File: config.mk
export PLATFORM = sky130hd
export DESIGN_NAME = rtl_handshake_arbiter
export DESIGN_NICKNAME = d
export VERILOG_FILES = /design/src/rtl/rtl_handshake_arbiter_pkg.sv /design/src/rtl/rtl_handshake_arbiter_rr_pick.sv /design/src/rtl/rtl_handshake_arbiter.sv
export SDC_FILE = /design/constraint.sdc
export NUM_CORES = 1
export LEC_CHECK = 0
export CORE_ASPECT_RATIO = 0.8
export CORE_MARGIN = 8
export CORE_UTILIZATION = 43
export DETAILED_ROUTE_END_ITERATION = 16
export PLACE_DENSITY = 0.91
export SYNTH_ARGS = -nofsm -noshare
export SYNTH_HDL_FRONTEND = slang
export SYNTH_SLANG_ARGS = --single-unit
File: constraint.sdc
create_clock -name CLK -period 3.5 [get_ports CLK]
set_input_delay 0.875 -clock CLK [delete_from_list [all_inputs] [get_ports CLK]]
set_output_delay 0.875 -clock CLK [all_outputs]
set_load 0.005 [all_outputs]
File: src/rtl/rtl_handshake_arbiter_pkg.sv
// Shared types, default sizes and helpers for the handshake arbiter and
// any later scheduler that reuses the round-robin picker.
package rtl_arb_pkg;

    typedef enum logic {
        EMPTY = 1'b0,
        FULL  = 1'b1
    } state_t;

    localparam int DEF_N_REQ = 3;
    localparam int DEF_WIDTH = 4;
    localparam int DEF_ID_W  = 2;

    typedef logic [DEF_WIDTH-1:0] operand_t;

    // Requester index reached by stepping 'offset' slots past 'base', wrapping at n
    function automatic int rr_index(input int base, input int offset, input int n);
        return (base + offset) % n;
    endfunction

endpackage

File: src/rtl/rtl_handshake_arbiter_rr_pick.sv
// Combinational round-robin priority picker. The search starts one slot
// after last_grant and wraps, so idle requesters never consume a turn.
module rr_pick
    import rtl_arb_pkg::*;
#(
    parameter int N_REQ = DEF_N_REQ,
    parameter int ID_W  = DEF_ID_W
) (
    input  logic [N_REQ-1:0] req,
    input  logic [ID_W-1:0]  last_grant,
    output logic [ID_W-1:0]  winner,
    output logic             any
);

    logic [ID_W-1:0] idx;

    // Scan from the farthest slot to the nearest so the nearest valid requester is the final assignment
    always_comb begin
        winner = '0;
        any    = 1'b0;
        idx    = '0;
        for (int off = N_REQ; off >= 1; off--) begin
            idx = ID_W'(rr_index(int'(last_grant), off, N_REQ));
            if (req[idx]) begin
                winner = idx;
                any    = 1'b1;
            end
        end
    end

endmodule

File: src/rtl/rtl_handshake_arbiter.sv
// Round-robin arbiter sharing one ready/valid downstream port among N_REQ
// requesters. A single registered output stage holds the granted operand
// pair until the datapath takes it, and can reload in the same cycle.
module rtl_handshake_arbiter
    import rtl_arb_pkg::*;
#(
    parameter int N_REQ = DEF_N_REQ,
    parameter int WIDTH = DEF_WIDTH,
    parameter int ID_W  = DEF_ID_W
) (
    input  logic                        CLK,
    input  logic                        ASYNCRESET,
    input  logic [N_REQ-1:0]            req_valid,
    output logic [N_REQ-1:0]            req_ready,
    input  logic [N_REQ-1:0][WIDTH-1:0] req_in1,
    input  logic [N_REQ-1:0][WIDTH-1:0] req_in2,
    output logic                        handshake_valid,
    input  logic                        handshake_ready,
    output logic [WIDTH-1:0]            in1,
    output logic [WIDTH-1:0]            in2,
    output logic [ID_W-1:0]             grant_id,
    output logic [7:0]                  txn_count
);

    state_t          state;
    logic [ID_W-1:0] last_grant;
    logic [ID_W-1:0] winner;
    logic            any;
    logic            load_en;
    logic            up_xfer;
    logic            down_xfer;

    rr_pick #(
        .N_REQ (N_REQ),
        .ID_W  (ID_W)
    ) u_pick (
        .req        (req_valid),
        .last_grant (last_grant),
        .winner     (winner),
        .any        (any)
    );

    // Accept a new pair when the stage is empty or is being drained this cycle; nothing is accepted during reset
    always_comb begin
        load_en   = (state == EMPTY) || handshake_ready;
        up_xfer   = load_en && any && !ASYNCRESET;
        down_xfer = handshake_valid && handshake_ready;
        req_ready = '0;
        if (up_xfer) begin
            req_ready[winner] = 1'b1;
        end
    end

    // Output stage FSM: load on an upstream transfer, empty when drained with nothing new to load
    always_ff @(posedge CLK or posedge ASYNCRESET) begin
        if (ASYNCRESET) begin
            state           <= EMPTY;
            handshake_valid <= 1'b0;
            in1             <= '0;
            in2             <= '0;
            grant_id        <= '0;
            last_grant      <= ID_W'(N_REQ - 1);
        end else begin
            case (state)
                EMPTY: begin
                    if (up_xfer) begin
                        state           <= FULL;
                        handshake_valid <= 1'b1;
                        in1             <= req_in1[winner];
                        in2             <= req_in2[winner];
                        grant_id        <= winner;
                        last_grant      <= winner;
                    end
                end
                FULL: begin
                    if (up_xfer) begin
                        state           <= FULL;
                        handshake_valid <= 1'b1;
                        in1             <= req_in1[winner];
                        in2             <= req_in2[winner];
                        grant_id        <= winner;
                        last_grant      <= winner;
                    end else if (handshake_ready) begin
                        state           <= EMPTY;
                        handshake_valid <= 1'b0;
                    end
                end
                default: begin
                    state           <= EMPTY;
                    handshake_valid <= 1'b0;
                end
            endcase
        end
    end

    // Count completed downstream transfers, wrapping naturally at 8 bits
    always_ff @(posedge CLK or posedge ASYNCRESET) begin
        if (ASYNCRESET) begin
            txn_count <= '0;
        end else if (down_xfer) begin
            txn_count <= txn_count + 8'd1;
        end
    end

endmodule

==> metrics.yaml <==
pwr:
  p_switching_w: 0.0006135
  swShare_pct: 38.09
  p_int_w: 0.0009971
  seqPwrFrac_pct: 27.8
  p_total_w: 0.001611
  power_frac_clock_pct: 10.2
  leakage_nw: 0.9060
  max-vdd-ir-drop_mv: 0.4884
  p_comb_share_pct: 62.0
  p_per_area_nw_per_um2: 808.1
critical_path:
  criticalPathCategory: "flip-flop to output port"
  crit_arrival_ns: 2.52
  crit_fanout: 9
  end_kind: "output port"
  startpoint_type: "flip-flop"
  critPathMaxStageDelay_ns: 0.58
  required_ns: 2.62
  critPathBufInv: 2
  crit_path_cell_trace: "ha_4 -> buf_4 -> and3b_2 -> o41a_1 -> and2_4 -> clkdlybuf4s50_1"
  critPathSlowestCell: "dfstp_2"
  crit_family: "buffers and inverters"
run:
  cap_violations: 0
global_route:
  grt_overflow: 0
  track_usage_pct: 15.57
  grt_max_degree: 22
  grt_pass1_vias: 1339
  antenna_found_initial: 0
  grt_pass1_wl_um: 6348
logic_synthesis:
  synthArstFlopShare_pct: 100.0
  synth-edff-count: 0
  synth_area_um2: 1291
  ys_dominant_reg_cell: "dfrtp_1"
  synth_adder_area_share_pct: 4.845
  synth-simple-area-share_pct: 15.50
  synth-seq-area-share_pct: 40.79
  netlist_instances: 128
  synth-warning-count: 0
  syn-num-nets: 163
  synth_compound_area_share_pct: 17.25
  synth-seq-cells: 21
  synth_top_family_by_area: "compound AO/OA/AOI/OAI gates"
  ys_types: 40
  synthMuxAreaShare_pct: 10.37
  synth-xor-area-share_pct: 4.748
  synth_area_per_cell_um2: 10.09
cts:
  numClockSinks: 21
  numCtsBuffers: 3
  root_buffer: "clkbuf_8"
  clock_path_buffers: 2
  clock_latency_ns: 0.26
  cts_tree: "yes"
  clkTransAtPathRegs_ns: 0.08
  htreeDepth: 1
  ctsHoldBuffers: 0
cells_and_area:
  stdcell_count: 231
  post-route-util_pct: 70.99
  final_nets: 229
  syn_to_final_growth_pct: 54.36
  drive_gt1_share_pct: 18.13
  diodes: 0
placement:
  place.gp.congestion: 0.9915
  dp_slack_ns: -0.3136
  dp_hpwl_um: 2873
  portBuffers: 51
  placed_cells: 221
sta:
  fin_crit_ns: 3.395
  hold_viol: 0
  maxSlewViolCount: 0
  setup_viol: 0
  max_freq_ghz: 0.2945
  maxSlewHeadroom_pct: 48.57
  fin_ws_ns: 0.1049
  fin_crit_sh_pct: 97.00
  fin_skew_ns: 0.0007683
  tightest_slew_ns: 0.7706
detailed_routing:
  top_layer: "met4"
  met1Wirelength_um: 1531
  drt_iter0_markers: 17
  wl_met2_um: 1963
  routedWlPerCell_um: 16.57
  ant_nets: 0
  dr.pass1.iters: 4
  vias_per_cell: 5.216
  wl_met3_um: 188
  wl_um: 3828
  vias: 1205
  drc: 0
floorplanning:
  io_pins: 52
  rows: 17
  die-height_um: 65.02
  start_util_pct: 45.99
  dieArea_um2: 5023
  fp.coreArea_um2: 2808
  die-width_um: 77.27
outcome:
  status: "finished clean"
min_path:
  hp-class: "flip-flop to flip-flop"
-- metal layers --
| layer | track usage (%) | vias up |
|---|---|---|
| met4 | 7.981 | 0 |
| met5 | 0 | - |
| li1 | - | 584 |
| met1 | 16.41 | 572 |
| met3 | 4.545 | 14 |
| met2 | 27.91 | 35 |
-- worst reg2reg max path, delay by kind of cell, from the launching register on --
kind	cells	cell delay [ns]
fa+ha+maj	1	0.22
simple gates	2	0.32
compound gates	2	0.56
buf+inv	4	0.61
flops	1	0.58
-- synth_stat cells (2+ instances only) --
cell type,n,area (µm²)
xnor2_1,5,43.79
buf_4,3,22.52
inv_1,7,26.28
o211ai_1,8,60.06
o21ai_0,3,15.01
xor2_1,2,17.52
a21oi_1,3,15.01
nand2_1,15,56.30
mux2i_1,10,100.1
nor2_1,4,15.01
buf_6,2,22.52
ha_1,5,62.56
a21o_1,4,30.03
nand3_1,12,60.06
dfrtp_1,20,500.5
-- cell families (layout without fill, tap and decap cells) --
group	count (synthesis)	after routing
AND/OR/NAND/NOR	40	40
flip-flops	21	21
adder cells (fa/ha/maj)	5	5
AO/OA/AOI/OAI	28	28
buffers and inverters	15	80
XOR/XNOR	7	7
multiplexers	12	12
-- registers in the layout, summed over array words and instances, names as in the netlist --
register / cells
last_grant: 1
grant_id: 2
in1: 4
state: 1
in2: 4
handshake_valid: 1
txn_count: 8
-- power by group through the flow --
stage,Clock [W],Sequential (W),Combinational (W)
2_1_floorplan,0,0.000446,0.000541
3_3_place_gp,0,0.000443,0.000906
3_5_place_dp,0,0.000452,0.000936
4_1_cts,0.000169,0.000448,0.000987
5_1_grt,0.000179,0.000466,0.00109
6_report,0.000165,0.000447,0.000998
-- metrics by stage --
stage / setup TNS [ns] / hold WS, ns / area [µm²]
after floorplan: 0 / 0.4647 / 1291
after global placement: -0.5514 / 0.4571 / 1878
after detailed placement: -0.7234 / 0.4692 / 1878
after CTS: 0 / 0.4881 / 1969
after global routing: -0.009519 / 0.5171 / 1993
final: 0 / 0.4821 / 1993
-- cell usage in the layout, fill, tap and decap left out, types with 2 or more instances in the layout --
master	count
clkdlybuf4s50_1	46
dfrtp_1	20
buf_4	16
nand2_1	15
nand3_1	12
mux2i_1	10
o211ai_1	8
inv_1	7
xnor2_1	5
a21o_1	4
nor2_1	4
dlygate4sd2_1	4
o21ai_0	3
ha_1	3
clkbuf_8	3
a21oi_1	2
xor2_1	2
-- timing repair --
action,CTS,global route
hold endpoints to repair,0,0
gates resized for setup,7,3
setup endpoints to repair,3,2
cloned,0,0
setup buffers,4,2
pin swaps,1,0
-- layout make-up --
class | instances | area (µm²)
clock buffers | 3 | 41.29
multi-input cells | 92 | 700.7
well taps | 38 | 47.55
flip-flops and latches | 21 | 526.8
fillers | 214 | 814.5
clock inverters | 1 | 7.507
inverters | 8 | 30.03
repair buffers | 68 | 639.4
-- path summary, 6_finish.rpt --
path | from | endpoint | slack (ns) | depth (start not counted)
setup / recovery | last_grant[1]$_DFFE_PP1P_ | req_ready[2] | 0.10 | 6
hold reg to reg | grant_id[1]$_DFFE_PP0P_ | grant_id[1]$_DFFE_PP0P_ | 0.48 | 1
max in group asynchronous | ASYNCRESET | in1[3]$_DFFE_PP0P_ | 1.91 | 2
min in group asynchronous | ASYNCRESET | grant_id[0]$_DFFE_PP0P_ | 1.11 | 2
setup reg to reg | last_grant[1]$_DFFE_PP1P_ | in2[3]$_DFFE_PP0P_ | 1.09 | 9
hold / removal | grant_id[1]$_DFFE_PP0P_ | grant_id[1]$_DFFE_PP0P_ | 0.48 | 1
(Power assumes the default switching activity.)
